===== config.mk =====
export PLATFORM = sky130hd
export DESIGN_NAME = writeback_queue_flat
export DESIGN_NICKNAME = d
export VERILOG_FILES = /design/src/rtl/writeback_queue_if.sv /design/src/rtl/writeback_queue.sv /design/src/flat_wrapper.sv
export SDC_FILE = /design/constraint.sdc
export NUM_CORES = 1
export LEC_CHECK = 0
export BUFFER_PORTS_ARGS = -buffer_cell sky130_fd_sc_hd__buf_2
export CAP_MARGIN = 20
export CORE_MARGIN = 3
export CORE_UTILIZATION = 60
export CTS_BUF_LIST = sky130_fd_sc_hd__clkbuf_8
export DETAILED_ROUTE_END_ITERATION = 6
export PLACE_DENSITY = 0.82
export SYNTH_ARGS = -nofsm -noshare
export SYNTH_HDL_FRONTEND = slang
export SYNTH_SLANG_ARGS = --single-unit

===== constraint.sdc =====
create_clock -name I_CLOCK -period 10.83 [get_ports I_CLOCK]
set_clock_uncertainty 0.2 [all_clocks]
set_input_delay 1.083 -clock I_CLOCK [delete_from_list [all_inputs] [get_ports I_CLOCK]]
set_output_delay 1.083 -clock I_CLOCK [all_outputs]
set_load 0.01 [all_outputs]

===== src/rtl/writeback_queue_if.sv =====
// Result-channel and register-file write-port bundle for writeback_queue.
// The master side produces results and consumes the Decode write port.
interface writeback_queue_if #(
    parameter int QDEPTH = 4,
    parameter int REG_W  = 32,
    parameter int RIDX_W = 4,
    parameter int CNT_W  = 32
);
    localparam int QCW = $clog2(QDEPTH + 1);

    logic              I_AluValid;
    logic [RIDX_W-1:0] I_AluRegIdx;
    logic [REG_W-1:0]  I_AluData;
    logic              I_LdValid;
    logic [RIDX_W-1:0] I_LdRegIdx;
    logic [REG_W-1:0]  I_LdData;

    logic              O_Ready;
    logic              O_WriteBackEnable;
    logic [RIDX_W-1:0] O_WriteBackRegIdx;
    logic [REG_W-1:0]  O_WriteBackData;
    logic [QCW-1:0]    O_QueueCount;
    logic [CNT_W-1:0]  O_RetireCount;
    logic              O_Overflow;
    logic              O_Idle;

    modport master (
        output I_AluValid, I_AluRegIdx, I_AluData,
        output I_LdValid, I_LdRegIdx, I_LdData,
        input  O_Ready, O_WriteBackEnable,
        input  O_WriteBackRegIdx, O_WriteBackData,
        input  O_QueueCount, O_RetireCount,
        input  O_Overflow, O_Idle
    );

    modport slave (
        input  I_AluValid, I_AluRegIdx, I_AluData,
        input  I_LdValid, I_LdRegIdx, I_LdData,
        output O_Ready, O_WriteBackEnable,
        output O_WriteBackRegIdx, O_WriteBackData,
        output O_QueueCount, O_RetireCount,
        output O_Overflow, O_Idle
    );
endinterface


===== src/rtl/writeback_queue.sv =====
// In-order writeback queue merging ALU and load results into one RF write port.
// State moves on the falling clock edge so Decode sees stable values at the rising edge.
module writeback_queue #(
    parameter int QDEPTH = 4,
    parameter int REG_W  = 32,
    parameter int RIDX_W = 4,
    parameter int CNT_W  = 32
) (
    input  logic             I_CLOCK,
    input  logic             I_RESET,
    writeback_queue_if.slave bus
);
    localparam int QCW = $clog2(QDEPTH + 1);
    localparam int PW  = (QDEPTH > 1) ? $clog2(QDEPTH) : 1;
    localparam int EW  = RIDX_W + REG_W;

    logic [EW-1:0]     mem_q [QDEPTH];
    logic [PW-1:0]     head_q, head_d;
    logic [PW-1:0]     tail_q, tail_d;
    logic [PW-1:0]     tail1, tail2;
    logic [QCW-1:0]    count_q, count_d;
    logic              wb_en_q, wb_en_d;
    logic [RIDX_W-1:0] wb_idx_q, wb_idx_d;
    logic [REG_W-1:0]  wb_data_q, wb_data_d;
    logic [CNT_W-1:0]  retire_q, retire_d;
    logic              ovf_q, ovf_d;

    logic              ready;
    logic              head_vld;
    logic              acc_ld;
    logic              acc_alu;
    logic [EW-1:0]     ld_ent;
    logic [EW-1:0]     alu_ent;
    logic [EW-1:0]     push0;
    logic [EW-1:0]     push1;
    logic [1:0]        push_n;

    function automatic logic [PW-1:0] ptr_inc(input logic [PW-1:0] p);
        if (p == PW'(QDEPTH - 1)) begin
            return '0;
        end
        return p + PW'(1);
    endfunction

    // Two free slots are needed: both channels may land while only one issues.
    assign ready    = (count_q <= QCW'(QDEPTH - 2));
    assign head_vld = (count_q != '0);
    assign acc_ld   = bus.I_LdValid & ready;
    assign acc_alu  = bus.I_AluValid & ready;
    assign ld_ent   = {bus.I_LdRegIdx, bus.I_LdData};
    assign alu_ent  = {bus.I_AluRegIdx, bus.I_AluData};
    assign tail1    = ptr_inc(tail_q);
    assign tail2    = ptr_inc(tail1);

    always_comb begin
        wb_en_d   = 1'b0;
        wb_idx_d  = wb_idx_q;
        wb_data_d = wb_data_q;
        head_d    = head_q;
        push_n    = 2'd0;
        push0     = '0;
        push1     = '0;
        unique case (1'b1)
            head_vld: begin
                wb_en_d               = 1'b1;
                {wb_idx_d, wb_data_d} = mem_q[head_q];
                head_d                = ptr_inc(head_q);
                if (acc_ld) begin
                    push0  = ld_ent;
                    push1  = alu_ent;
                    push_n = acc_alu ? 2'd2 : 2'd1;
                end else if (acc_alu) begin
                    push0  = alu_ent;
                    push_n = 2'd1;
                end
            end
            (!head_vld && acc_ld): begin
                wb_en_d               = 1'b1;
                {wb_idx_d, wb_data_d} = ld_ent;
                if (acc_alu) begin
                    push0  = alu_ent;
                    push_n = 2'd1;
                end
            end
            (!head_vld && !acc_ld && acc_alu): begin
                wb_en_d               = 1'b1;
                {wb_idx_d, wb_data_d} = alu_ent;
            end
            default: begin
            end
        endcase
    end

    always_comb begin
        tail_d = tail_q;
        unique case (push_n)
            2'd1:    tail_d = tail1;
            2'd2:    tail_d = tail2;
            default: tail_d = tail_q;
        endcase
    end

    assign count_d = count_q + QCW'(acc_ld) + QCW'(acc_alu)
                   - QCW'(wb_en_d);
    assign retire_d = retire_q + CNT_W'(wb_en_d);
    // Dropped results are remembered until reset.
    assign ovf_d = ovf_q
                 | ((bus.I_LdValid | bus.I_AluValid) & ~ready);

    always_ff @(negedge I_CLOCK) begin
        if (push_n != 2'd0) begin
            mem_q[tail_q] <= push0;
        end
        if (push_n == 2'd2) begin
            mem_q[tail1] <= push1;
        end
    end

    always_ff @(negedge I_CLOCK or posedge I_RESET) begin
        if (I_RESET) begin
            head_q    <= '0;
            tail_q    <= '0;
            count_q   <= '0;
            wb_en_q   <= 1'b0;
            wb_idx_q  <= '0;
            wb_data_q <= '0;
            retire_q  <= '0;
            ovf_q     <= 1'b0;
        end else begin
            head_q    <= head_d;
            tail_q    <= tail_d;
            count_q   <= count_d;
            wb_en_q   <= wb_en_d;
            wb_idx_q  <= wb_idx_d;
            wb_data_q <= wb_data_d;
            retire_q  <= retire_d;
            ovf_q     <= ovf_d;
        end
    end

    assign bus.O_Ready           = ready;
    assign bus.O_WriteBackEnable = wb_en_q;
    assign bus.O_WriteBackRegIdx = wb_idx_q;
    assign bus.O_WriteBackData   = wb_data_q;
    assign bus.O_QueueCount      = count_q;
    assign bus.O_RetireCount     = retire_q;
    assign bus.O_Overflow        = ovf_q;
    assign bus.O_Idle            = (count_q == '0) && !wb_en_q;
endmodule


===== src/flat_wrapper.sv =====
// flat-port wrapper written by rule: the top's interface ports become plain ports
module writeback_queue_flat 
#(
    parameter int QDEPTH = 4,
    parameter int REG_W  = 32,
    parameter int RIDX_W = 4,
    parameter int CNT_W  = 32
)
  (I_CLOCK, I_RESET, bus_I_AluValid, bus_I_AluRegIdx, bus_I_AluData, bus_I_LdValid, bus_I_LdRegIdx, bus_I_LdData, bus_O_Ready, bus_O_WriteBackEnable, bus_O_WriteBackRegIdx, bus_O_WriteBackData, bus_O_QueueCount, bus_O_RetireCount, bus_O_Overflow, bus_O_Idle);
  writeback_queue_if #(.QDEPTH(QDEPTH), .REG_W(REG_W), .RIDX_W(RIDX_W), .CNT_W(CNT_W)) bus_i ();
  input  logic I_CLOCK;
  input  logic I_RESET;
  input wire logic [$bits(bus_i.I_AluValid)-1:0] bus_I_AluValid;
  input wire logic [$bits(bus_i.I_AluRegIdx)-1:0] bus_I_AluRegIdx;
  input wire logic [$bits(bus_i.I_AluData)-1:0] bus_I_AluData;
  input wire logic [$bits(bus_i.I_LdValid)-1:0] bus_I_LdValid;
  input wire logic [$bits(bus_i.I_LdRegIdx)-1:0] bus_I_LdRegIdx;
  input wire logic [$bits(bus_i.I_LdData)-1:0] bus_I_LdData;
  output wire logic [$bits(bus_i.O_Ready)-1:0] bus_O_Ready;
  output wire logic [$bits(bus_i.O_WriteBackEnable)-1:0] bus_O_WriteBackEnable;
  output wire logic [$bits(bus_i.O_WriteBackRegIdx)-1:0] bus_O_WriteBackRegIdx;
  output wire logic [$bits(bus_i.O_WriteBackData)-1:0] bus_O_WriteBackData;
  output wire logic [$bits(bus_i.O_QueueCount)-1:0] bus_O_QueueCount;
  output wire logic [$bits(bus_i.O_RetireCount)-1:0] bus_O_RetireCount;
  output wire logic [$bits(bus_i.O_Overflow)-1:0] bus_O_Overflow;
  output wire logic [$bits(bus_i.O_Idle)-1:0] bus_O_Idle;
  assign bus_i.I_AluValid = bus_I_AluValid;
  assign bus_i.I_AluRegIdx = bus_I_AluRegIdx;
  assign bus_i.I_AluData = bus_I_AluData;
  assign bus_i.I_LdValid = bus_I_LdValid;
  assign bus_i.I_LdRegIdx = bus_I_LdRegIdx;
  assign bus_i.I_LdData = bus_I_LdData;
  assign bus_O_Ready = bus_i.O_Ready;
  assign bus_O_WriteBackEnable = bus_i.O_WriteBackEnable;
  assign bus_O_WriteBackRegIdx = bus_i.O_WriteBackRegIdx;
  assign bus_O_WriteBackData = bus_i.O_WriteBackData;
  assign bus_O_QueueCount = bus_i.O_QueueCount;
  assign bus_O_RetireCount = bus_i.O_RetireCount;
  assign bus_O_Overflow = bus_i.O_Overflow;
  assign bus_O_Idle = bus_i.O_Idle;
  writeback_queue #(.QDEPTH(QDEPTH), .REG_W(REG_W), .RIDX_W(RIDX_W), .CNT_W(CNT_W)) u_core (.I_CLOCK(I_CLOCK), .I_RESET(I_RESET), .bus(bus_i));
endmodule

======== Word-level counts from Yosys, hierarchy flattened ========
Memory sizes are Yosys's and may differ from the RTL's.
Index checks and enable logic that the tools add are counted.
operators by class
  mux-type cells .......................... 27
  reductions and logical operators ........ 13
  bitwise logic cells ..................... 6
  equal/unequal tests ..................... 5
  $add $sub $neg .......................... 7
  $lt $le $gt $ge ......................... 1
operators with widths
  cell                                                                              number
  36-bit two-way mux                                                                4
  32-bit case mux with 3 select lines                                               1
  36-bit case mux with 2 select lines                                               1
  32-bit by 1-bit adder with 32-bit output                                          1
  2-bit two-way mux                                                                 8
  4-bit case mux with 3 select lines                                                1
  1-bit two-way mux                                                                 10
  2-bit equality test, second input constant                                        4
  2-bit case mux with 2 select lines                                                2
  2-bit by 1-bit adder with 2-bit output, second input constant                     3
  3-bit by 1-bit adder with 3-bit output                                            2
  3-bit nonzero test                                                                2
  1-bit logical AND                                                                 4
  2-bit nonzero test                                                                2
  1-bit AND                                                                         3
  3-bit by 2-bit less-or-equal comparator with 1-bit output, second input constant  1
  1-bit zero test                                                                   3
  3-bit zero test                                                                   1
  3-bit OR reduction                                                                1
  3-bit by 1-bit subtractor with 3-bit output                                       1
  2-bit by 1-bit equality test with 1-bit output, second input constant             1
  1-bit OR                                                                          2
  1-bit NOT                                                                         1
storage, ports and cells
  output and inout port bits .............. 75
  register bits after elaboration ......... 77
  word-level logic and storage cells ...... 68
  input bits .............................. 76
  bits in writable memories ............... 144
  memories kept ........................... 1
memory list
  memory        depth  bits a word  rd ports  clocked after memory_dff  wr ports  line                   RTL
  u_core.mem_q  4      36           1         0                         2         writeback_queue.sv:17  logic [EW-1:0] mem_q [QDEPTH];

======== Depth between registers and ports, before layout ========
  depth after elaboration ................. 8
  mapped depth ............................ 17
  depth with buffers taken out ............ 11

==> results by stage <==
Logic synthesis:
- The async set-or-reset flop fraction in the synthesized netlist is 34.84%.
- By count the netlist is led by sky130_fd_sc_hd__nand2_1, sky130_fd_sc_hd__nand3_1, sky130_fd_sc_hd__o211ai_1, sky130_fd_sc_hd__edfxtp_1, sky130_fd_sc_hd__dfrtn_1.
- The fraction of the yosys area taken by sequential cells is 51.29%.
- The number of unique standard cell types used by synthesis is 41.
- In the post-synthesis netlist, the cell with the most instances is sky130_fd_sc_hd__nand2_1.
- The flip-flop and latch count after synthesis is 221.
- During synthesis, Yosys emitted a total of 0 warnings.
- The net count after synthesis is around 1300.
- In the post-synthesis netlist, the biggest area contributors are sky130_fd_sc_hd__edfxtp_1, sky130_fd_sc_hd__dfrtn_1, sky130_fd_sc_hd__o211ai_1.
- The cell area after technology mapping is 12190 um^2.
- The number of enable-type register cells in the synthesized netlist is between 100 and 150.
- In this run the biggest area consumer among cell types represents a little over a third of the synthesized area.
- The synthesized instance count is 1170.
- The synthesized design spends more area on one cell type than any other, namely sky130_fd_sc_hd__edfxtp_1.
- The most used flip-flop cell after synthesis is sky130_fd_sc_hd__edfxtp_1.
- A synthesized cell averages 10.42 um^2.

Global route:
- The initial antenna violation count is 0.
- The total global routing track utilization is 33.64%.
- The maximum number of pins on one net before global-route repair is 97.
- The number of global-route vias before repair was around 11000.
- The first global-routing pass estimated 58.82 mm of wire.
- The overflow left after global routing is 0.

Power:
- The areal power density over the cells is 266.9 nW/um^2.
- The internal power is 2.278 mW.
- Summed over all nets, the switching power comes to 1.577 mW.
- IR analysis of the VDD net gives a maximum drop of 0.1276 mV.
- Registers are responsible for 34.4% of the overall power.
- Of the total power, the clock network draws about a quarter.
- The overall power is 3.856 mW.
- Of the total power, the share spent switching nets is between 40% and 50%.
- Summed over all cells, the static leakage comes to 6.125 nW.
- The combinational group share of total power is 39.7%.

Critical path:
- The data required time at the worst endpoint is 5570 ps.
- The classification of the worst setup path is primary input to flip-flop.
- The endpoint class of the critical path is a flip-flop.
- The end of the worst register-to-register path is u_core.mem_q[1][2]$_DFFE_NP_.
- The biggest fanout along the worst timing path is 19.
- The setup slack of the most critical reg-to-reg path is ~6500 ps.
- The startpoint identified for the worst register-to-register timing path is u_core.bus.O_QueueCount[1]$_DFF_NP0_.
- The worst setup path is launched from a primary input.
- The worst register-to-register path has a depth of 12.
- Data arrives at the worst endpoint at 3930 ps.

Worst hold path:
- The cell depth of the worst hold path is 1.
- The path class of the tightest hold or removal check is flip-flop to flip-flop.
- In this run the most critical hold path is launched from u_core.bus.O_RetireCount[31]$_DFF_NP0_.
- For hold timing, the worst endpoint is u_core.bus.O_RetireCount[31]$_DFF_NP0_.

Clock tree:
- Gates resized during post-CTS repair numbered 0.
- In this run, post-CTS hold repair placed 0 buffers.
- The TritonCTS clock tree is yes.
- Clock-pin slew was measured on the worst setup and hold paths at 40 ps.
- After clock tree synthesis, the setup repair step added 0 buffers.
- The tree is rooted in a sky130_fd_sc_hd__clkbuf_8.
- The depth of the CTS H-tree is 2.
- The clock passes through at most 3 buffers.
- The clock net in this run drives a total of 221 sinks.
- Clock tree synthesis inserted a total of 38 buffers.
- The clock network latency to the later pin of the worst-skew pair is around 600 ps.

Cells and area:
- In the final design database the tool counted 1526 nets.
- Relative to the synthesized area, the layout overhead comes to 18.52%.
- The layout has 1335 filler cells.
- The non-filler instance count after layout is between 1500 and 2000.
- The multi-input combinational cells in the finished layout cover a total of around 5400 um^2.
- The post-route netlist has between 10% and 20% of its cells at a drive strength greater than 1.
- 0 antenna diodes ended up in the layout.
- In the final layout, flip-flops and latches occupy between 6000 and 7000 um^2.

Place:
- The number of buffers inserted by port buffering is 150.
- The global placement routability congestion is 0.8333.
- Once detailed placement completed, the half-perimeter wirelength came to 21.10 mm.
- The number of cells after detailed placement is 1516.

Drt:
- The routed via count is 11340.
- The total length of routed wires is 37.41 mm.
- The average wire length per cell after detail routing is 21.65 um.
- The DRC marker count from the first detailed-route iteration is 1685.
- The detail route stage leaves a number of antenna-violating nets equal to 0.
- The number of optimization iterations in the first detailed-route pass is 7.
- After detailed routing, the number of remaining DRC violations is 0.
- Using the TritonRoute via totals, the vias-per-cell ratio works out to 6.564.

STA:
- At the pin with the least slew margin, the transition time is 1071 ps.
- Setup repair after global routing left no endpoint under its margin.
- The hold violation total from the final report came to 0.
- The worst slew margin relative to its limit is 28.29%.
- The total count of max-transition violations in the final report is 0.
- Setup violations remaining at the end of the flow were counted as 0.
- The setup TNS is 0 ps.

Die:
- The initialized floorplan defines a little over 50 standard-cell rows.
- The floorplan step set the die height to roughly 150 um.
- The core outline area is 19720 um^2.
- The die is 148.5 um wide.
- For this configuration, the core starts out at a cell density of between 60 and 70%.
- The count of boundary I/O pins is 151.
- The area of the die is ~22000 um^2.

Status:
- The run finished with clean final reports.

Flow run:
- Max-cap violations in this run came to 0.
-- how the worst max path moves through the flow --
stage	end	from	cells past startpoint	slack, ps
2_1_floorplan	u_core.mem_q[0][0]$_DFFE_NP_	bus_I_LdValid	8	-280
3_3_place_gp	u_core.mem_q[1][9]$_DFFE_NP_	bus_I_LdValid	10	1310
3_5_place_dp	u_core.mem_q[1][7]$_DFFE_NP_	bus_I_LdValid	10	1190
4_1_cts	u_core.mem_q[1][2]$_DFFE_NP_	bus_I_LdValid	10	1740
5_1_grt	u_core.mem_q[1][16]$_DFFE_NP_	bus_I_LdValid	10	1390
6_report	u_core.mem_q[1][2]$_DFFE_NP_	bus_I_LdValid	10	1640
-- sequential cells by signal, summed over array words and instances, names as in the netlist --
name and flops:
u_core.bus.O_RetireCount 32, u_core.tail_q 2, u_core.bus.O_WriteBackRegIdx 4, u_core.head_q 2, u_core.mem_q 144, u_core.bus.O_Overflow 1, u_core.bus.O_QueueCount 3, u_core.bus.O_WriteBackEnable 1
u_core.bus.O_WriteBackData 32
-- cells in the final DEF (no fill, tap or decap), types with 2 or more instances in the layout --
| master | count |
|---|---|
| sky130_fd_sc_hd__xnor2_1 | 24 |
| sky130_fd_sc_hd__and3_1 | 6 |
| sky130_fd_sc_hd__nor3_1 | 3 |
| sky130_fd_sc_hd__nand4b_1 | 2 |
| sky130_fd_sc_hd__clkbuf_8 | 42 |
| sky130_fd_sc_hd__nand2b_1 | 2 |
| sky130_fd_sc_hd__buf_4 | 26 |
| sky130_fd_sc_hd__fa_1 | 2 |
| sky130_fd_sc_hd__nand4_1 | 10 |
| sky130_fd_sc_hd__inv_1 | 204 |
| sky130_fd_sc_hd__clkinvlp_2 | 3 |
| sky130_fd_sc_hd__bufinv_16 | 2 |
| sky130_fd_sc_hd__buf_12 | 2 |
| sky130_fd_sc_hd__o21ai_0 | 2 |
| sky130_fd_sc_hd__nor2_1 | 46 |
| sky130_fd_sc_hd__dfrtn_1 | 77 |
| sky130_fd_sc_hd__a21oi_1 | 4 |
| sky130_fd_sc_hd__mux4_2 | 36 |
| sky130_fd_sc_hd__xor2_1 | 9 |
| sky130_fd_sc_hd__nor3b_1 | 2 |
| sky130_fd_sc_hd__edfxtp_1 | 144 |
| sky130_fd_sc_hd__clkinv_1 | 7 |
| sky130_fd_sc_hd__and4_1 | 4 |
| sky130_fd_sc_hd__o21ai_4 | 4 |
| sky130_fd_sc_hd__nand3_1 | 190 |
| sky130_fd_sc_hd__a21o_1 | 36 |
| sky130_fd_sc_hd__and2_1 | 4 |
| sky130_fd_sc_hd__clkinv_2 | 2 |
| sky130_fd_sc_hd__ha_1 | 13 |
| sky130_fd_sc_hd__o211ai_1 | 148 |
| sky130_fd_sc_hd__a211oi_4 | 4 |
| sky130_fd_sc_hd__mux2_2 | 2 |
| sky130_fd_sc_hd__nand2_1 | 201 |
| sky130_fd_sc_hd__a311oi_1 | 36 |
| sky130_fd_sc_hd__buf_2 | 150 |
-- cells by family (layout without fill, tap and decap cells) --
kind of cell	Yosys count	in the layout	synth area share (%)
AO/OA/AOI/OAI	239	239	15.38
XOR/XNOR	33	33	2.371
adder cells (fa/ha/maj)	15	15	1.663
buffers and inverters	149	442	4.979
flip-flops	221	221	51.29
multiplexers	38	38	6.837
AND/OR/NAND/NOR	475	475	17.48
-- cell type report --
class                           instances  share of cell area (%)
Multi-Input combinational cell        800                   37.28
Clock inverter                        170                   4.937
Clock buffer                           42                   4.002
Sequential cell                       221                   43.27
Inverter                               51                   1.334
Tap cell                              265                   2.295
Timing Repair Buffer                  179                   6.877
-- stage by stage --
stage / area (um^2) / hold WS, ps / util (%) / worst slack (ps)
floorplan: 12190 / 248.1 / - / -278.6
global placement: 13150 / 212.3 / 66.69 / 1305
detailed placement: 13150 / 213.9 / 66.69 / 1195
CTS: 14440 / 221.9 / 73.22 / 1744
global route: 14450 / 257.8 / 73.26 / 1385
finish: 14450 / 214.0 / 73.26 / 1643
-- power groups by stage --
stage | Combinational, mW | Sequential [mW] | Clock (mW)
floorplan | 0.996 | 1.36 | 0.0794
CTS | 1.50 | 1.32 | 0.998
global route | 1.64 | 1.34 | 1.08
detailed placement | 1.49 | 1.33 | 0.0794
global placement | 1.45 | 1.32 | 0.0794
finish | 1.53 | 1.32 | 1.00
-- routing by layer --
metal / share of wire (%) / vias to the layer above / GRT usage, % / wire, um
met5: 0 / - / 0 / 0
met4: 4.0 / 0 / 15.52 / 1494
met3: 13 / 178 / 6.063 / 4827
met2: 48 / 910 / 54.60 / 17910
met1: 35 / 5347 / 44.52 / 13180
li1: - / 4908 / - / -
-- critical path: stages --
cell                       delay (ps)
sky130_fd_sc_hd__buf_2            280
sky130_fd_sc_hd__nand2_1          120
sky130_fd_sc_hd__nor3b_1          230
sky130_fd_sc_hd__a21oi_1          120
sky130_fd_sc_hd__ha_1             340
sky130_fd_sc_hd__and2_1           230
sky130_fd_sc_hd__a211oi_4         880
sky130_fd_sc_hd__buf_4            420
sky130_fd_sc_hd__nand2_1           90
sky130_fd_sc_hd__o211ai_1         100
Note: power is estimated with default switching activity, not from simulation.
